`config.mk`:
```
export PLATFORM = sky130hd
export DESIGN_NAME = reg_alu_pipe
export DESIGN_NICKNAME = d
export VERILOG_FILES = /design/src/rtl/reg_alu_pkg.sv /design/src/rtl/reg_file_p.sv /design/src/rtl/reg_alu_pipe.sv
export SDC_FILE = /design/constraint.sdc
export NUM_CORES = 1
export LEC_CHECK = 0
export CAP_MARGIN = 20
export CELL_PAD_IN_SITES_DETAIL_PLACEMENT = 0
export CELL_PAD_IN_SITES_GLOBAL_PLACEMENT = 1
export CORE_MARGIN = 2
export CORE_UTILIZATION = 43
export DETAILED_ROUTE_END_ITERATION = 16
export MAX_ROUTING_LAYER = met4
export PLACE_DENSITY = 0.76
export SKIP_LAST_GASP = 1
export SLEW_MARGIN = 40
export SYNTH_ARGS = -nofsm -noshare
export SYNTH_HDL_FRONTEND = slang
export SYNTH_SLANG_ARGS = --single-unit
```
`constraint.sdc`:
```
create_clock -name Clk -period 21.2 [get_ports Clk]
set_input_delay 3.18 -clock Clk [delete_from_list [all_inputs] [get_ports Clk]]
set_output_delay 3.18 -clock Clk [all_outputs]
set_load 0.01 [all_outputs]
```
`src/rtl/reg_alu_pkg.sv`:
```
// Shared types and default sizes for the register-file ALU pipeline.
// Consumers: reg_file_p, reg_alu_pipe.
package reg_alu_pkg;

  localparam int unsigned DEFAULT_DATA_W = 16;
  localparam int unsigned DEFAULT_NREGS  = 16;

  typedef enum logic [2:0] {
    AluZero  = 3'd0,
    AluAdd   = 3'd1,
    AluSub   = 3'd2,
    AluPassA = 3'd3,
    AluAnd   = 3'd4,
    AluOr    = 3'd5,
    AluXor   = 3'd6,
    AluInc   = 3'd7
  } alu_op_t;

endpackage

```
`src/rtl/reg_file_p.sv`:
```
// Register file: two asynchronous read ports, one synchronous write port, async active-high reset.
// Addresses at or above NREGS read as zero and never write.
module reg_file_p
  import reg_alu_pkg::*;
#(
  parameter  int unsigned DATA_W = DEFAULT_DATA_W,
  parameter  int unsigned NREGS  = DEFAULT_NREGS,
  localparam int unsigned ADDR_W = $clog2(NREGS)
) (
  input  logic              clk,
  input  logic              rst,
  input  logic [ADDR_W-1:0] ra_addr,
  input  logic [ADDR_W-1:0] rb_addr,
  output logic [DATA_W-1:0] ra_data,
  output logic [DATA_W-1:0] rb_data,
  input  logic              w_en,
  input  logic [ADDR_W-1:0] w_addr,
  input  logic [DATA_W-1:0] w_data
);

  // Storage is sized to the full address space so every index is legal; the
  // slots above NREGS are never written and stay at zero.
  localparam int unsigned       DEPTH = 2 ** ADDR_W;
  localparam logic [ADDR_W:0]   LIMIT = (ADDR_W + 1)'(NREGS);

  logic [DATA_W-1:0] regs [DEPTH];
  logic              ra_ok;
  logic              rb_ok;
  logic              w_ok;

  assign ra_ok = {1'b0, ra_addr} < LIMIT;
  assign rb_ok = {1'b0, rb_addr} < LIMIT;
  assign w_ok  = {1'b0, w_addr} < LIMIT;

  assign ra_data = ra_ok ? regs[ra_addr] : '0;
  assign rb_data = rb_ok ? regs[rb_addr] : '0;

  always_ff @(posedge clk or posedge rst) begin
    if (rst) begin
      for (int i = 0; i < DEPTH; i++) begin
        regs[i] <= '0;
      end
    end else if (w_en && w_ok) begin
      regs[w_addr] <= w_data;
    end
  end

endmodule

```
`src/rtl/reg_alu_pipe.sv`:
```
// Two-stage (RD/EX) register-file ALU pipeline with one-op-per-cycle throughput.
// Define REG_ALU_BYPASS_EN to forward EX results into RD; otherwise RAW hazards stall one cycle.
module reg_alu_pipe
  import reg_alu_pkg::*;
#(
  parameter  int unsigned DATA_W = DEFAULT_DATA_W,
  parameter  int unsigned NREGS  = DEFAULT_NREGS,
  localparam int unsigned ADDR_W = $clog2(NREGS)
) (
  input  logic              Clk,
  input  logic              Reset,
  input  logic              op_valid,
  output logic              op_ready,
  input  logic [2:0]        ALU_s0,
  input  logic [ADDR_W-1:0] RF_Ra_Addr,
  input  logic [ADDR_W-1:0] RF_Rb_Addr,
  input  logic [ADDR_W-1:0] RF_W_Addr,
  input  logic              RF_W_en,
  output logic [DATA_W-1:0] ALU_result,
  output logic              result_valid,
  output logic              carry,
  output logic              zero
);

  localparam logic [ADDR_W:0] LIMIT = (ADDR_W + 1)'(NREGS);

  logic              rd_valid;
  logic              rd_wen;
  alu_op_t           rd_op;
  logic [DATA_W-1:0] rd_a;
  logic [DATA_W-1:0] rd_b;
  logic [ADDR_W-1:0] rd_waddr;

  logic [DATA_W-1:0] rf_a;
  logic [DATA_W-1:0] rf_b;
  logic [DATA_W-1:0] op_a;
  logic [DATA_W-1:0] op_b;
  logic [DATA_W-1:0] ex_result;
  logic [DATA_W:0]   ex_sum;
  logic              ex_carry;
  logic              ex_write;
  logic              hit_a;
  logic              hit_b;
  logic              accept;

  reg_file_p #(
    .DATA_W (DATA_W),
    .NREGS  (NREGS)
  ) u_rf (
    .clk     (Clk),
    .rst     (Reset),
    .ra_addr (RF_Ra_Addr),
    .rb_addr (RF_Rb_Addr),
    .ra_data (rf_a),
    .rb_data (rf_b),
    .w_en    (ex_write),
    .w_addr  (rd_waddr),
    .w_data  (ex_result)
  );

  // Only an in-range write can create a hazard; out-of-range reads are zero anyway.
  assign ex_write = rd_valid && rd_wen && ({1'b0, rd_waddr} < LIMIT);
  assign hit_a    = ex_write && (RF_Ra_Addr == rd_waddr);
  assign hit_b    = ex_write && (RF_Rb_Addr == rd_waddr);

`ifdef REG_ALU_BYPASS_EN
  assign op_ready = 1'b1;
  assign op_a     = hit_a ? ex_result : rf_a;
  assign op_b     = hit_b ? ex_result : rf_b;
`else
  // The held request is taken next cycle, once the write has landed in the RF.
  assign op_ready = !(op_valid && (hit_a || hit_b));
  assign op_a     = rf_a;
  assign op_b     = rf_b;
`endif

  assign accept = op_valid && op_ready;

  always_comb begin
    ex_sum    = '0;
    ex_result = '0;
    ex_carry  = 1'b0;
    case (rd_op)
      AluAdd: begin
        ex_sum    = {1'b0, rd_a} + {1'b0, rd_b};
        ex_result = ex_sum[DATA_W-1:0];
        ex_carry  = ex_sum[DATA_W];
      end
      AluSub: begin
        ex_sum    = {1'b0, rd_a} - {1'b0, rd_b};
        ex_result = ex_sum[DATA_W-1:0];
        ex_carry  = ~ex_sum[DATA_W]; // carry is NOT borrow
      end
      AluPassA: ex_result = rd_a;
      AluAnd:   ex_result = rd_a & rd_b;
      AluOr:    ex_result = rd_a | rd_b;
      AluXor:   ex_result = rd_a ^ rd_b;
      AluInc: begin
        ex_sum    = {1'b0, rd_a} + {{DATA_W{1'b0}}, 1'b1};
        ex_result = ex_sum[DATA_W-1:0];
        ex_carry  = ex_sum[DATA_W];
      end
      default: ex_result = '0;
    endcase
  end

  always_ff @(posedge Clk or posedge Reset) begin
    if (Reset) begin
      rd_valid     <= 1'b0;
      rd_wen       <= 1'b0;
      rd_op        <= AluZero;
      rd_a         <= '0;
      rd_b         <= '0;
      rd_waddr     <= '0;
      ALU_result   <= '0;
      carry        <= 1'b0;
      zero         <= 1'b0;
      result_valid <= 1'b0;
    end else begin
      rd_valid     <= accept;
      result_valid <= rd_valid;
      if (accept) begin
        rd_op    <= alu_op_t'(ALU_s0);
        rd_a     <= op_a;
        rd_b     <= op_b;
        rd_waddr <= RF_W_Addr;
        rd_wen   <= RF_W_en;
      end
      if (rd_valid) begin
        ALU_result <= ex_result;
        carry      <= ex_carry;
        zero       <= (ex_result == '0);
      end
    end
  end

endmodule

```
==> results.json <==
{
  "status": "finished, final reports clean",
  "post_cts_buffers": 0,
  "via_count": 13621,
  "crit_path_end_kind": "output pin",
  "drive_gt1_frac": 0.217,
  "place_congestion": 0.907,
  "crit_arrival_ns": 5.10,
  "dr.pass1.iters": 5,
  "cts_num_sinks": 316,
  "cts_buffer_depth": 3,
  "die_x_um": 211,
  "syn_inst": 1684,
  "h-tree-depth": 2,
  "clk_latency_ns": 0.53,
  "fin_cells": 2230,
  "cpMostUsedCell": "clkdlybuf4s50_1",
  "wl_mm": 51.0,
  "cp_top_family": "buffers and inverters",
  "fmax_mhz": 121,
  "power.total_mw": 3.01,
  "via_per_inst": 6.11,
  "grt_pass1_vias": 13491,
  "grt_max_degree": 91,
  "crit_required_ns": 18.02,
  "regArea_um2": 7910,
  "antenna_left": 0,
  "synth-edff-count": 0,
  "setup_violations": 0,
  "drt-initial-drc-count": 1189,
  "cts.hold.buffers_added": 0,
  "synth.distinct_cells": 80,
  "antenna_cells": 0,
  "yosys_warnings": 0,
  "dpl.cell_count": 2164,
  "multi_input_area_um2": 9750,
  "hold_slack_ns": 0.504,
  "routedWlPerCell_um": 22.9,
  "die_area_um2": 44500,
  "overflow": 0,
  "path_buf_inv": 3,
  "min_period_ns": 8.28,
  "synth_ff_type": "dfrtp_1",
  "crit_path_top_delay_cell": "clkdlybuf4s50_1",
  "cts_inserted_buffers": 36,
  "ios": 39,
  "port_buffers": 38,
  "ys_seq_area_frac": 0.430,
  "core_area_um2": 42100,
  "r2r_slack_ns": 17.43,
  "rsz0062_at_grt": "false",
  "path_cells": "clkdlybuf4s50_1 -> buf_4 -> xnor2_1 -> nand4_1 -> a21oi_1 -> nand2_1 -> clkdlybuf4s50_1",
  "drc": 0,
  "syn_to_final_growth_pct": 11.2,
  "synth_area_um2": 18400,
  "reg2reg_to": "zero$_DFFE_PP0P_",
  "async_flop_share": 1.00,
  "start_kind": "input port",
  "hp-class": "reg2reg",
  "hold_viol_final": 0,
  "setup.worst_path.end": "op_ready",
  "crit_start": "RF_Rb_Addr[2]",
  "clk_pin_slew_ns": 0.05,
  "die_height_um": 211,
  "fillers": 3755,
  "slew_violations": 0,
  "crit_cells": 7,
  "start_util": 0.437,
  "grtUsageTotal": 0.243,
  "synthesis.nets": 1755,
  "worst_pin_slew_ns": 0.868,
  "final.setup.tns_ns": 0,
  "vdd_drop_max_uv": 76.4,
  "critPathMaxFanout": 17,
  "p_leak_nw": 8.61,
  "antenna_found_initial": 0,
  "grt_pass1_wl_mm": 80.2,
  "maxCapViolCount": 0,
  "max_slew_margin": 0.421,
  "period_share": 0.390,
  "r2r.worst_path.cells": 13,
  "rows": 75,
  "cts_tree": "done",
  "dp_hpwl_mm": 33.0,
  "reg2reg_from": "rd_a[0]$_DFFE_PP0P_",
  "fin_skew_ns": 0.0154,
  "final_nets": 1736,
  "cts_resized": 0,
  "crit_type": "in2out",
  "fin_util": 0.486,
  "ys_ff_latch": 316,
  "critPathMaxStageDelay_ns": 0.47,
  "cts_root_buf": "clkbuf_16",
  "cellPowerDensity_nw_per_um2": 147,
  "syn_area_per_cell_um2": 10.9
}
## final cells by class
class / instances / share of cell area
sequential: 316 / 0.386
clock buffer: 59 / 0.0527
multi-input combinational: 1170 / 0.476
timing repair buffer: 84 / 0.0362
tap: 539 / 0.0329
clock inverter: 5 / 0.00513
inverter: 57 / 0.0108
## metrics by stage
step / instance area, µm² / setup slack (ns)
final: 20500 / 12.92
after global routing: 20500 / 12.80
after CTS: 20400 / 12.90
after detailed placement: 19200 / 12.91
after global placement: 19200 / 12.90
after floorplan: 18400 / 9.28
## per-layer routing
metal  vias up  GRT usage  wire (µm)
li1       6082          -          -
met1      6971      0.337      22400
met2       471      0.378      24100
met3        97     0.0345       3150
met4         0     0.0648       1340
met5         -          -          0
## cells in the final DEF, fill, tap and decap left out, types with 7 or more instances in the layout
cell type	netlist	final
clkbuf_16	0	37
nand2b_1	12	10
inv_1	55	54
mux2i_1	8	8
nand4_1	11	11
o21ai_0	95	95
nor2_2	0	9
nand2_1	141	141
nor3_1	16	15
a21oi_1	205	205
ha_1	50	50
dfrtp_1	316	316
xnor2_1	22	22
mux2_2	67	67
o221ai_1	12	12
clkbuf_1	88	15
nor2_1	228	219
mux4_2	160	160
buf_4	4	42
a211oi_1	8	8
clkdlybuf4s50_1	0	34
clkbuf_8	0	7
nand3_1	10	10
a21o_1	8	8
## synth_stat cells, drive strengths merged, types with 12 or more instances
master,instances,share of area
a21oi,206,0.056
dfrtp,316,0.43
inv,56,0.011
nand2b,13,0.0046
clkbuf,89,0.018
o21ai,99,0.027
buf,52,0.014
nor2,228,0.046
o221ai,12,0.0057
nor3,17,0.0049
xnor2,22,0.010
nand2,141,0.029
mux2,67,0.041
mux4,160,0.20
ha,50,0.034
## logic make-up (layout without fill, tap and decap cells)
family | after synthesis | in the layout | synth area share
AOI/OAI and AO/OA | 407 | 407 | 0.134
xor gates and xnor gates | 24 | 24 | 0.0114
DFF | 316 | 316 | 0.430
muxes | 235 | 235 | 0.241
buffers and inverters | 198 | 205 | 0.0440
and+or+nand+nor | 452 | 452 | 0.104
adders and majority gates | 52 | 52 | 0.0362
## worst register-to-register path, delay by kind of cell, from the launching register on
family	cells	cell delay (ns)
compound gates	6	2.06
simple gates	3	0.40
flops	1	0.46
fa+ha+maj	2	0.60
buf+inv	2	0.18
## worst min-delay path by stage
stage | start | endpoint | slack [ns] | depth (start not counted)
after global placement | u_rf.regs[217]$_DFFE_PP0P_ | u_rf.regs[217]$_DFFE_PP0P_ | 0.47 | 2
after floorplan | rd_valid$_DFF_PP0_ | result_valid$_DFF_PP0_ | 0.35 | 0
final | u_rf.regs[112]$_DFFE_PP0P_ | u_rf.regs[112]$_DFFE_PP0P_ | 0.50 | 2
after global routing | u_rf.regs[211]$_DFFE_PP0P_ | u_rf.regs[211]$_DFFE_PP0P_ | 0.53 | 2
after CTS | u_rf.regs[237]$_DFFE_PP0P_ | u_rf.regs[237]$_DFFE_PP0P_ | 0.51 | 2
after detailed placement | u_rf.regs[237]$_DFFE_PP0P_ | u_rf.regs[237]$_DFFE_PP0P_ | 0.49 | 2
## flip-flops by register name, summed over array words and instances, names as in the netlist
| register | cells |
|---|---|
| ALU_result | 16 |
| carry | 1 |
| rd_a | 16 |
| rd_b | 16 |
| rd_op | 3 |
| rd_valid | 1 |
| rd_waddr | 4 |
| rd_wen | 1 |
| result_valid | 1 |
| u_rf.regs | 256 |
| zero | 1 |
## power by group
part	internal (mW)	leakage (nW)	total [mW]	switching (mW)
registers	0.846	4.07	1.05	0.201
clock network	0.375	0.576	0.626	0.251
logic	0.594	3.96	1.34	0.747
total	1.81	8.61	3.01	1.20
Power figures use the tool's default switching activity.
==> edit 1, RTL diff (config.mk and constraints unchanged) <==
Change the package constant `DEFAULT_DATA_W` from 16 to 32.
--- a/src/rtl/reg_alu_pkg.sv
+++ b/src/rtl/reg_alu_pkg.sv
@@ -2,7 +2,7 @@
 // Consumers: reg_file_p, reg_alu_pipe.
 package reg_alu_pkg;
 
-  localparam int unsigned DEFAULT_DATA_W = 16;
+  localparam int unsigned DEFAULT_DATA_W = 32;
   localparam int unsigned DEFAULT_NREGS  = 16;
 
   typedef enum logic [2:0] {
Ports: changed (resized ALU_result); port bits go from 39 to 55. The function was not compared with the original's and may differ.
==> edit 1 against the original RTL <==
Setup slack worse by 0.47 ns. Register-to-register slack worse by 1.0 ns. Cell area is 96% higher. Clock skew is 0.013 ns higher. Routed wire length is 120% higher. Sequential cell count is 304 higher. Combinational power is 13% lower. Power is 29% higher. Synthesized area is 96% higher. Critical path type unchanged. Critical endpoint unchanged.
==> edit 1: results (changes against the original RTL) <==
Top cells by count, synth - dfrtp_1 (620), nand2_1 (606), o21ai_0 (497) (was dfrtp_1 (316), nor2_1 (228), a21oi_1 (205))
# resized after CTS - 0 (unchanged)
Met2 track demand over resource - 0.419 (was 0.378)
Setup repair bufs after CTS - 0 (unchanged)
RePlAce Congestion - 0.941 (was 0.907)
Core box area - 83400 um^2 (was 42100 um^2)
IO Port Bufs - 54 (was 38)
Combinational Power Share - 0.299 (was 0.445)
Met2 wire length - 51500 um (was 24100 um)
Initial drt markers - 2478 (was 1189)
Fraction of area in multi-input gates - 0.479 (was 0.476)
Layout fillers - 7490 (was 3755)
CP max stage cell - a21oi_1 (was clkdlybuf4s50_1)
Vias in the first global route - 27100 (was 13500)
Routed length on met1 - 48200 um (was 22400 um)
Placed cell areas - 37700 um^2 (was 19200 um^2)
Comb. pwr - 1160 uW (was 1340 uW)
Final core occ - 0.482 (was 0.486)
DP Cell Count - 4268 (was 2164)
Beginning of the worst hold path - u_rf.regs[320] (was u_rf.regs[112])
GRT Util Overall - 0.269 (was 0.243)
Maximum vdd drop - 0.0000780 V (was 0.0000764 V)
Multi-input combinational cell count - 2345 (was 1170)
GR Util met3 - 0.0335 (was 0.0345)
PnR worst setup slack - 12.45 ns (was 12.92 ns)
WHS Endpoint - u_rf.regs[320] (was u_rf.regs[112])
Drt via density - 6.17 (was 6.11)
Non-clock inverters - 96 (was 57)
Sequential cell power - 1480 uW (was 1050 uW)
Post-synthesis average cell area - 10.8 um^2 (was 10.9 um^2)
Status - finished clean (unchanged)
Clock buffer cells - 89 (was 59)
Max reg flops - 512 (was 256)
Wire length per cell - 25.1 um (was 22.9 um)
Sequential fraction of the synthesis area - 0.430 (about the same)
Pre-CTS setup slack - 12.52 ns (was 12.91 ns)
Seq/total area - 0.386 (about the same)
Largest net degree at the start of global routing - 100 (was 91)
Worst path max stage delay - 0.66 ns (was 0.47 ns)
Worst Path Max Fanout - 33 (was 17)
Worst path arrival time - 5.57 ns (was 5.10 ns)
WL final - 110000 um (was 51000 um)
Initial antenna violation count - 2 (was 0)
Clock-cell share of area - 0.0592 (was 0.0578)
H-tree levels - 3 (was 2)
FFs & Latches - 620 (was 316)
Ranking of synthesized cells by area - dfrtp_1 (43%), mux4_2 (20%), o21ai_0 (6.9%), nand2_1 (6.3%), ha_1 (3.5%) (was dfrtp_1 (43%), mux4_2 (20%), a21oi_1 (5.6%), nor2_1 (4.6%), mux2_2 (4.1%))
Switching share of power - 0.349 (was 0.398)
R2r setup slk - 16.40 ns (was 17.43 ns)
Net count, final - 3382 (was 1736)
DRT Pass-1 Iters - 7 (was 5)
Worst r2r path cells - 14 (was 13)
Worst slew pin tran - 0.894 ns (was 0.868 ns)
Non-clk buf share - 0.0325 (was 0.0362)
Number of non-clock buffers - 129 (was 84)
[edit 1: changes by cell type in the layout (fill, tap and decap cells not counted), moves of 51 or more]
cell / before / now
dfrtp_1: 316 / 618
nor2_1: 219 / 112
o21ai_0: 95 / 497
nand2_1: 141 / 594
ha_1: 50 / 101
a21oi_1: 205 / 105
mux4_2: 160 / 320
[edit 1: logic make-up after synthesis]
logic type               synth area share
AO/OA/AOI/OAI                       0.136
adder cells (fa/ha/maj)            0.0361
buffers and inverters              0.0415
AND/OR/NAND/NOR                     0.110
flip-flops                          0.430
XOR/XNOR                          0.00995
multiplexers                        0.237
[edit 1: worst max-delay path by stage]
| stage | end | from |
|---|---|---|
| CTS | op_ready | RF_Ra_Addr[3] |
| global placement | op_ready | RF_Ra_Addr[3] |
| detailed placement | op_ready | RF_Ra_Addr[3] |
| finish | op_ready | RF_Ra_Addr[3] |
| floorplan | ALU_result[0] | Reset |
| global route | op_ready | RF_Ra_Addr[3] |
==> edit 2, RTL diff (same flow settings) <==
Without the edit above. Make the reset (`Reset` and `rst`) synchronous in 2 clocked blocks. Comments in the files are not updated.
--- a/src/rtl/reg_file_p.sv
+++ b/src/rtl/reg_file_p.sv
@@ -35,7 +35,7 @@
   assign ra_data = ra_ok ? regs[ra_addr] : '0;
   assign rb_data = rb_ok ? regs[rb_addr] : '0;
 
-  always_ff @(posedge clk or posedge rst) begin
+  always_ff @(posedge clk) begin
     if (rst) begin
       for (int i = 0; i < DEPTH; i++) begin
         regs[i] <= '0;
--- a/src/rtl/reg_alu_pipe.sv
+++ b/src/rtl/reg_alu_pipe.sv
@@ -104,7 +104,7 @@
     endcase
   end
 
-  always_ff @(posedge Clk or posedge Reset) begin
+  always_ff @(posedge Clk) begin
     if (Reset) begin
       rd_valid     <= 1'b0;
       rd_wen       <= 1'b0;
Function: differs if Reset is asserted again (counterexample within 4 cycles, from zero or initial values and one cycle with Reset high); with Reset held inactive, the same outputs for 4 cycles.
==> edit 2 against the original RTL <==
Non-clock buffer count shrank 11. Routed wire length shrank 3.6%. Register-to-register slack got worse by 0.28 ns. Setup slack got worse by 0.0054 ns. Die area down 2.4%. First-iteration DRC count grew 3.2%. Cell area decreased by 2.6%. Critical endpoint unchanged. Synthesized area fell by 2.4%. Sequential cell count is the same. Largest cell class is now registers.
Power is not compared: it rests on default switching activity, and its combinational part moved more than twofold at a synthesized area within 25%.
==> edit 2: results (changes against the original RTL) <==
Root Buffer - clkbuf_16 (unchanged)
Status - finished clean (unchanged)
RR Startpoint - rd_a[1] (was rd_a[0])
Min-Delay Path Class - register to register (unchanged)
DR DRC count - 0 (unchanged)
Clock buffer cells - 46 (was 59)
Multi-input combinational cell count - 990 (was 1170)
Syn Nets - 1551 (was 1755)
Critical path origin - RF_Ra_Addr[1] (was RF_Rb_Addr[2])
Non-clk buf share - 0.0317 (was 0.0362)
Worst reg2reg endpoint - u_rf.regs[13][15] (was zero)
Hold WS - 0.473 ns (was 0.504 ns)
Layout fillers - 3617 (was 3755)
Ranking of synthesized cells by area - edfxtp_1 (43%), mux4_2 (20%), dfxtp_1 (6.7%), nor2_1 (6.5%), ha_1 (3.5%) (was dfrtp_1 (43%), mux4_2 (20%), a21oi_1 (5.6%), nor2_1 (4.6%), mux2_2 (4.1%))
Number of non-clock buffers - 73 (was 84)
Diodes inserted - 0 (unchanged)
Clock power share - 0.375
Placed wire-length estimate - 34000 um (was 33000 um)
DRT Pass-1 Iters - 5 (unchanged)
Maximum vdd drop - 0.0000500 V
Pre-CTS setup slack - 12.60 ns (was 12.91 ns)
Net Sw Power - 425 uW
Die width - 208 um (was 211 um)
Post-synth ARST share - 0 (was 1.00)
Drt via density - 6.13 (was 6.11)
Max reg flops - 256 (unchanged)
Initial antenna violation count - 0 (unchanged)
# resized after CTS - 0 (unchanged)
R2r setup slk - 17.15 ns (was 17.43 ns)
Largest net degree at the start of global routing - 77 (was 91)
Number of synthesized flops with an enable pin - 256 (was 0)
CTS clk-pin slew, worst paths - 0.05 ns (about the same)
Sequential fraction of the synthesis area - 0.495 (was 0.430)
Final worst path period need - 8.28 ns (about the same)
Beginning of the worst hold path - rd_b[2] (was u_rf.regs[112])
Net count, final - 1542 (was 1736)
Vias in the first global route - 12100 (was 13500)
Worst r2r path cells - 13 (unchanged)
Non-clock inverters - 54 (was 57)
Initial drt markers - 1227 (was 1189)
Most used DFF post-synth - edfxtp_1 (was dfrtp_1)
Fraction of area in multi-input gates - 0.426 (was 0.476)
Wire length per cell - 24.2 um (was 22.9 um)
Distinct cells, synth - 78 (was 80)
CP max stage cell - clkdlybuf4s50_1 (unchanged)
Worst slew pin tran - 0.812 ns (was 0.868 ns)
IO Port Bufs - 38 (unchanged)
Clock latency on the worst-skew pair - 0.56 ns (was 0.53 ns)
GRT Util Overall - 0.235 (was 0.243)
WHS Endpoint - rd_b[2] (was u_rf.regs[112])
Clock-cell share of area - 0.0533 (was 0.0578)
RePlAce Congestion - 0.908 (was 0.907)
Share of cells above drive strength 1 - 0.199 (was 0.217)
Seq/total area - 0.446 (was 0.386)
Top cells by count, synth - nor2_1 (309), edfxtp_1 (256), mux4_2 (163) (was dfrtp_1 (316), nor2_1 (228), a21oi_1 (205))
Final Skew - 0.0245 ns (was 0.0154 ns)
Switching share of power - 0.276
First-pass GRT wire length - 75400 um (was 80200 um)
## edit 2: changes by cell type in the layout (fill, tap and decap cells not counted), sizes merged, moves of 60 or more
cell | before | now
dfrtp | 316 | 0
dfxtp | 0 | 60
mux2 | 67 | 4
nor2 | 228 | 309
edfxtp | 0 | 256
o21ai | 99 | 26
a21oi | 206 | 71
## edit 2: routing by layer
layer  GRT usage  wire length, um  vias up
met4      0.0536              988        0
li1            -                -     5527
met5           -                0        -
met3      0.0358             3090       64
met2       0.383            24400      448
met1       0.312            20700     6403
## edit 2: stage by stage
stage          std cells  cell area, um^2
2_1_floorplan       1480            18000
3_3_place_gp        1960            18800
3_5_place_dp        1964            18900
4_1_cts             2028            19900
5_1_grt             2029            19900
6_report            2029            19900
## edit 2: cells by family after synthesis
kind of cell               share of synthesized area
and+or+nand+nor                                0.128
DFF                                            0.495
AOI/OAI and AO/OA                             0.0812
muxes                                          0.215
buffers and inverters                         0.0376
adders and majority gates                     0.0371
xor gates and xnor gates                     0.00634
